--- src/rtl/da_pkg.sv ---
// Shared helpers and defaults for the parallel distributed-arithmetic FIR.
package da_pkg;

    function automatic int clog2(input int n);
        int r;
        for (r = 0; (1 << r) < n; r++) begin
        end
        return r;
    endfunction

    function automatic int lut_w(input int cw, input int l);
        return cw + clog2(l);
    endfunction

    function automatic int y_w(input int b, input int cw, input int l);
        return b + lut_w(cw, l);
    endfunction

    // c2=1, c1=3, c0=2; c0 sits in the LSBs
    localparam logic [11:0] COEF_DEF = {4'sd1, 4'sd3, 4'sd2};

endpackage

--- src/rtl/da_lut.sv ---
// DA partial-product table: sum of the coefficients whose address bit is set.
module da_lut
    import da_pkg::*;
#(
    parameter int L  = 3,
    parameter int CW = 4
) (
    input  logic [L-1:0]                  addr_i,
    input  logic [L*CW-1:0]               coef_i,
    output logic signed [lut_w(CW,L)-1:0] sum_o
);

    localparam int LW = lut_w(CW, L);

    always_comb begin
        sum_o = '0;
        for (int k = 0; k < L; k++) begin
            if (addr_i[k]) begin
                sum_o = sum_o + LW'($signed(coef_i[k*CW +: CW]));
            end
        end
    end

endmodule

--- src/rtl/da_fir_par.sv ---
// Parallel DA FIR: one LUT per input bit-slice, weighted and summed,
// with the MSB slice subtracted for two's-complement samples.
module da_fir_par
    import da_pkg::*;
#(
    parameter int              L         = 3,
    parameter int              B         = 4,
    parameter int              CW        = 4,
    parameter int              PIPE      = 0,
    parameter logic [L*CW-1:0] COEF_INIT = COEF_DEF
) (
    input  logic                         clk,
    input  logic                         reset,
    input  logic                         clear,
    input  logic                         x_valid,
    input  logic signed [B-1:0]          x_in,
    input  logic                         coef_we,
    input  logic [clog2(L)-1:0]          coef_addr,
    input  logic signed [CW-1:0]         coef_data,
    output logic                         y_valid,
    output logic signed [y_w(B,CW,L)-1:0] y
);

    localparam int LW = lut_w(CW, L);
    localparam int WY = y_w(B, CW, L);

    logic [L-1:0][B-1:0]  tap_q, tap_d;
    logic [L-1:0][CW-1:0] coef_q, coef_d;
    logic                 acc_q;
    logic [LW-1:0]        lut [B];
    logic [LW-1:0]        lut_s [B];
    logic                 stg_v;
    logic signed [WY-1:0] sum_d, y_q;
    logic                 y_valid_q;

    always_comb begin
        tap_d = tap_q;
        if (clear) begin
            tap_d = '0;
        end else if (x_valid) begin
            tap_d = {tap_q[L-2:0], x_in};
        end
    end

    always_comb begin
        coef_d = coef_q;
        if (coef_we && int'(coef_addr) < L) begin
            coef_d[coef_addr] = coef_data;
        end
    end

    always_ff @(posedge clk or negedge reset) begin
        if (!reset) begin
            tap_q  <= '0;
            coef_q <= COEF_INIT;
            acc_q  <= 1'b0;
        end else begin
            tap_q  <= tap_d;
            coef_q <= coef_d;
            acc_q  <= x_valid & ~clear;
        end
    end

    // bit b of every tap addresses slice b's table
    for (genvar b = 0; b < B; b++) begin : g_slice
        logic [L-1:0] a;
        always_comb begin
            for (int k = 0; k < L; k++) begin
                a[k] = tap_q[k][b];
            end
        end
        da_lut #(.L(L), .CW(CW)) u_lut (
            .addr_i (a),
            .coef_i (coef_q),
            .sum_o  (lut[b])
        );
    end

    if (PIPE != 0) begin : g_pipe
        logic [LW-1:0] lut_q [B];
        logic          v_q;
        always_ff @(posedge clk or negedge reset) begin
            if (!reset) begin
                for (int b = 0; b < B; b++) lut_q[b] <= '0;
                v_q <= 1'b0;
            end else if (clear) begin
                for (int b = 0; b < B; b++) lut_q[b] <= '0;
                v_q <= 1'b0;
            end else begin
                lut_q <= lut;
                v_q   <= acc_q;
            end
        end
        assign lut_s = lut_q;
        assign stg_v = v_q;
    end else begin : g_nopipe
        assign lut_s = lut;
        assign stg_v = acc_q;
    end

    always_comb begin
        sum_d = '0;
        for (int b = 0; b < B - 1; b++) begin
            sum_d = sum_d + (WY'($signed(lut_s[b])) << b);
        end
        sum_d = sum_d - (WY'($signed(lut_s[B-1])) << (B - 1));
    end

    always_ff @(posedge clk or negedge reset) begin
        if (!reset) begin
            y_q       <= '0;
            y_valid_q <= 1'b0;
        end else if (clear) begin
            y_q       <= '0;
            y_valid_q <= 1'b0;
        end else begin
            y_valid_q <= stg_v;
            if (stg_v) y_q <= sum_d;
        end
    end

    assign y       = y_q;
    assign y_valid = y_valid_q;

endmodule

--- config.mk ---
export PLATFORM = sky130hd
export DESIGN_NAME = da_fir_par
export DESIGN_NICKNAME = d
export VERILOG_FILES = /design/src/rtl/da_pkg.sv /design/src/rtl/da_lut.sv /design/src/rtl/da_fir_par.sv
export SDC_FILE = /design/constraint.sdc
export NUM_CORES = 1
export LEC_CHECK = 0
export ABC_AREA = 1
export ABC_CLOCK_PERIOD_IN_PS = 7850
export CORE_MARGIN = 2
export CORE_UTILIZATION = 44
export DETAILED_ROUTE_END_ITERATION = 6
export PLACE_DENSITY = 0.71
export SLEW_MARGIN = 20
export SYNTH_ARGS = -nofsm -noshare
export SYNTH_HDL_FRONTEND = slang
export SYNTH_SLANG_ARGS = --single-unit
--- constraint.sdc ---
create_clock -name clk -period 7.85 [get_ports clk]
set_input_delay 1.57 -clock clk [delete_from_list [all_inputs] [get_ports clk]]
set_output_delay 1.57 -clock clk [all_outputs]
set_load 0.05 [all_outputs]
# Yosys cells after proc, flatten, opt, wreduce, memory -nomap -nowiden
# Cells that the tools add are included.
[classes] n_addsub=11 order_cmp=3 n_mux=20 bitwise=2 reduce_logical=4
[op_table] operator="$mux 6" n=12
[op_table] operator="$add 6x4->6" n=8
[op_table] operator="$mux 12" n=2
[op_table] operator="$mux 10" n=2
[op_table] operator="$bwmux 12" n=1
[op_table] operator="$sub 9x9->10" n=1
[op_table] operator="$add 8x8->9" n=1
[op_table] operator="$add 6x7->8" n=1
[op_table] operator="$demux 4 s2" n=1
[op_table] operator="$mux 4" n=1
[op_table] operator="$reduce_bool 2->1" n=2
[op_table] operator="$lt 2x3->1 const B" n=1
[op_table] operator="$ge 2x1->1 const B" n=1
[op_table] operator="$logic_and 1x1->1" n=2
[op_table] operator="$lt 2x2->1 const B" n=1
[op_table] operator="$and 1x1->1" n=1
[op_table] operator="$mux 1" n=1
[op_table] operator="$not 1->1" n=1
[word_totals] reg_bits=36 inputBits=15 out_inout_bits=11 elab_cells=49

# Longest topological paths before layout
[logic_depth] ltp_word=10 mapped_depth=34

# Cells and area by module
# Synthesis repeated with hierarchy kept, for this count alone.
[unflattened] hier_cells=649 area_unflattened_um2=4365.4
[modules_own_cells] mod="da_lut" n_inst=4 cells_each=100 area_each_um2=561.8 seq_area_each_um2=0.0
[modules_own_cells] mod="da_fir_par" n_inst=1 cells_each=249 area_each_um2=2118.3 seq_area_each_um2=905.9

# Least setup slack after synthesis
# Ideal clock, no wire load.
[synth_path] kind="flip-flop to flip-flop" startpoint="register coef_q[5] in the netlist's numbering" endpoint="register y_q[8], in the netlist y[8]" setup_time_ps=66 arrival_time_ps=5095 setup_slack_ps=2689 stages_incl_launch_ff=35 synth_period_minus_slack_ps=5161 cell_sequence="dfstp_2 -> inv_1 -> nor2_2 -> inv_1 -> nand2_1 -> inv_1 -> ha_1 -> or2_1 -> o21bai_1 -> nand3_1 -> o21ai_1 -> ha_1 -> a21oi_2 -> nand2_1 -> nand2_1 -> nand2_1 -> a21oi_2 -> nor2_1 -> nor2_2 -> nand2_2 -> xnor2_2 -> inv_1 -> fa_1 -> inv_1 -> fa_1 -> inv_1 -> ha_1 -> o21ai_1 -> nand2_1 -> nand2_1 -> a21oi_1 -> or2_1 -> a21oi_1 -> o21ai_1 -> nand2_1"
[synth_via] elab_chain_len=9 word_cells_on_any_way=21 classes_between="11 x add/sub; 10 x mux"
[synth_rtl] element="start, declared" line="da_fir_par.sv:28" text="logic [L-1:0][CW-1:0] coef_q, coef_d;"
[synth_rtl] element="start signal, assigned" line="da_fir_par.sv:59" text="coef_q <= coef_d;"
[synth_rtl] element="$add 6x4->6" line="da_lut.sv:19" text="sum_o = sum_o + LW'($signed(coef_i[k*CW +: CW]));"
[synth_rtl] element="$mux 6" line="da_lut.sv:18" text="if (addr_i[k]) begin"
[synth_rtl] element="$add 6x4->6" line="da_lut.sv:19"
[synth_rtl] element="$mux 6" line="da_lut.sv:18"
[synth_rtl] element="$add 6x7->8" line="da_fir_par.sv:104" text="sum_d = sum_d + (WY'($signed(lut_s[b])) << b);"
[synth_rtl] element="$add 8x8->9" line="da_fir_par.sv:104"
[synth_rtl] element="$sub 9x9->10 (*)" line="da_fir_par.sv:106" text="sum_d = sum_d - (WY'($signed(lut_s[B-1])) << (B - 1));"
[synth_rtl] element="$mux 10 (*)" line="da_fir_par.sv:118" text="if (stg_v) y_q <= sum_d;"
[synth_rtl] element="$mux 10 (*)" line="da_fir_par.sv:113" text="end else if (clear) begin"
[synth_rtl] element="end signal, assigned" line="da_fir_par.sv:118"
[synth_rtl] element="end, declared" line="da_fir_par.sv:33" text="logic signed [WY-1:0] sum_d, y_q;"
# Mark *: on every way between the ends. The rest lies on a longest branch, timed or not. The select of a mux whose other input is x is not followed.
# A chain may end at the register's enable or synchronous reset.

# Worst setup path in the final report
# Ends and elaborated chain as after synthesis.

==> reports/metrics.yaml <==
status:
  outcome: "completed"
synthesis:
  ys_ff_latch: 36
  synth-simple-area-share_pct: 20.9
  synth-xor-area-share_pct: 3.98
  synth_edf_count: 0
  ys.flop_type: "dfrtp_1"
  synth_compound_area_share_pct: 15.5
  yosysUniqueCellTypes: 35
  synth_warnings: 0
  syn_avg_cell_area_um2: 7.26
  synthMuxAreaShare_pct: 0.513
  syn_inst: 537
  async_flop_share_pct: 100
  synth_top_family_by_area: "adder cells"
  syn-num-nets: 617
  syn-cell-area_mm2: 0.00390
  synth_seq_area_share_pct: 23.2
  synthAdderAreaFrac_pct: 24.9
power:
  clock_power_share_pct: 21.4
  p_int_mw: 0.460
  swShare_pct: 43.8
  leakage_nw: 2.28
  p_sw_mw: 0.359
  pwr-share-comb_pct: 48.9
  vdd_drop_max_v: 0.0000804
  powerDensity_mw_per_mm2: 187
  share_seq_of_total_power_pct: 29.7
hold_path:
  hold_end: "y[9]"
  min_from: "y[9]"
  hp-class: "flop to flop"
  hold_depth: 2
finish:
  fin_nets: 644
  area_delta_synth_final_pct: 12.2
  num_antenna_cells: 0
  drive_above_1_share_pct: 7.08
  final_cell_area_mm2: 0.00438
floorplanning:
  coreArea_mm2: 0.00868
  core.rowCount: 34
  die_h_um: 98.2
  initial_core_util_pct: 45.0
  boundaryPins: 26
  dieArea_mm2: 0.00964
  dieWidth_um: 98.2
clock_tree:
  cts_sinks: 36
  postCtsSetupBuffers: 0
  cts_hold_buf: 0
  cts_buffer_depth: 2
  cts_tree: "built"
  cts_root_buf: "clkbuf_8"
  clk_latency_ns: 0.30
  cts_inserted_buffers: 5
  cts_resized: 0
  cts.htree.levels: 2
  clkSlewWorstSetupHoldPaths_ns: 0.08
place:
  post-place-ws_ns: 2.33
  dpl_cell_area_mm2: 0.00426
  portBuffers: 25
  dp_hpwl_um: 7640
  place_congestion: 0.913
timing:
  fin_crit_sh_pct: 71.1
  finalMaxSlewViolations: 0
  worst_pin_slew_ns: 0.848
  relSlewSlack_pct: 43.4
  grt_setup_unrepaired: "no"
  worst_slack_ns: 2.27
  min_period_ns: 5.58
  max_freq_mhz: 179
  setup_viol_count_final: 0
  setup_tns_ns: 0
  whs_ns: 0.494
  finalHoldViolCount: 0
  skew_ns: 0.00417
setup_path:
  critPathTopFamily: "adder cells"
  end_kind: "flop"
  cp-start-kind: "flop"
  reg2regPathDepth: 34
  r2r_start: "coef_q[5]"
  r2r-end: "y[8]"
  worst-setup-path-type: "flop to flop"
  crit_fanout: 5
  cp_common_cell: "nand2_1"
  r2r_setup_slack_ns: 2.27
  crit_buf_inv: 6
  cp_slowest_cell: "dfstp_2"
  cpPeakStageDelay_ns: 0.58
  arrival_ns: 5.82
  cp.required_ns: 8.09
routing:
  wl_um: 9350
  drtIter0Drc: 120
  drcViolationCount: 0
  first_pass_iters: 5
  drtAntennaViolNets: 0
  avgViaCountPerCell: 5.19
  routedWlPerCell_um: 13.9
  route.vias.total: 3490
grt:
  grt_pass1_vias: 3533
  grt_util_all_layers_pct: 20.8
  grt_pass1_wl_um: 16200
  grt_max_degree: 37
  grt_overflow: 0
  antenna_found_initial: 0
run:
  cap_violations: 0
==> final cells by class <==
cell class | instances | area (um^2)
tap | 108 | 135
clock inverter | 3 | 46.3
sequential | 36 | 906
multi-input combinational | 387 | 2560
fill | 867 | 4300
inverter | 109 | 409
clock buffer | 5 | 68.8
timing repair buffer | 25 | 245
==> worst register-to-register path: cells and delay by family, from the launching register on <==
kind	cells	cell delay (ns)
buf+inv	6	0.49
xor+xnor	1	0.22
simple gates	14	1.42
flops	1	0.58
fa+ha+maj	5	1.94
compound gates	8	0.86
==> flip-flops by register name, summed over array words and instances, names as in the netlist <==
name and count:
y_valid 1, coef_q 12, y 10, acc_q 1, g_slice.a 12
==> power groups by stage <==
stage | sequential, mW | clock (mW) | combinational [mW]
after floorplan | 0.267 | 0 | 0.273
after CTS | 0.243 | 0.181 | 0.401
after detailed placement | 0.246 | 0 | 0.400
final | 0.243 | 0.175 | 0.400
after global placement | 0.245 | 0 | 0.383
after global routing | 0.246 | 0.189 | 0.461
==> synthesized netlist by cell type, types with 3 or more instances <==
library cell	n	area, um^2
o21ai_0	51	255
dfstp_2	4	105
dfrtp_1	32	801
o21ai_1	7	35.0
xnor2_1	8	70.1
nand2_1	128	480
nand3_1	24	120
ha_1	44	551
nor2_1	27	101
a31oi_1	4	25.0
xor2_1	6	52.6
o22ai_1	9	56.3
fa_1	21	420
inv_2	7	26.3
nand2_2	4	25.0
inv_1	102	383
a21oi_2	6	52.6
nor3_1	3	15.0
clkbuf_1	3	11.3
nand4_1	3	18.8
a21oi_1	22	110
nor2_2	3	18.8
==> layer usage <==
metal | part of all wire, % | global-route usage [%]
met1 | 45 | 26.2
met2 | 48 | 36.7
met3 | 3.9 | 3.79
met4 | 2.4 | 5.58
met5 | 0 | 0
==> through the flow <==
step	utilization [%]	power, mW	instances
final	50.4	0.818	673
after global routing	50.4	0.897	673
after CTS	50.4	0.825	673
after detailed placement	49.1	0.646	665
after global placement	49.1	0.628	665
after floorplan	-	0.540	537
==> worst max-delay path by stage <==
| stage | start | to | slack [ns] | cells past startpoint |
|---|---|---|---|---|
| floorplan | coef_q[5] | y[8] | 2.69 | 34 |
| global placement | coef_q[5] | y[8] | 2.46 | 34 |
| detailed placement | coef_q[5] | y[8] | 2.33 | 34 |
| CTS | coef_q[5] | y[8] | 2.28 | 34 |
| global route | coef_q[0] | y[9] | 1.84 | 30 |
| finish | coef_q[5] | y[8] | 2.27 | 34 |
==> cells in the final DEF, fill, tap and decap left out, types with 2 or more instances in the layout <==
cell type and count:
nand2_1 128, inv_1 102, o21ai_0 51, ha_1 44, dfrtp_1 32, nor2_1 27
nand3_1 24, clkdlybuf4s50_1 24, a21oi_1 22, fa_1 21, o22ai_1 9, xnor2_1 8
inv_2 7, o21ai_1 7, a21oi_2 6, xor2_1 6, clkbuf_8 5, nand2_2 4
a31oi_1 4, dfstp_2 4, nand4_1 3, nor2_2 3, nor3_1 3, or2_2 2
xnor2_2 2, or2_1 2, mux2i_1 2, a22o_1 2
==> cell families after synthesis <==
family,count (synthesis)
AO/OA/AOI/OAI,107
flip-flops,36
buffers and inverters,114
AND/OR/NAND/NOR,197
XOR/XNOR,16
multiplexers,2
adder cells (fa/ha/maj),65
(Power assumes the default switching activity.)
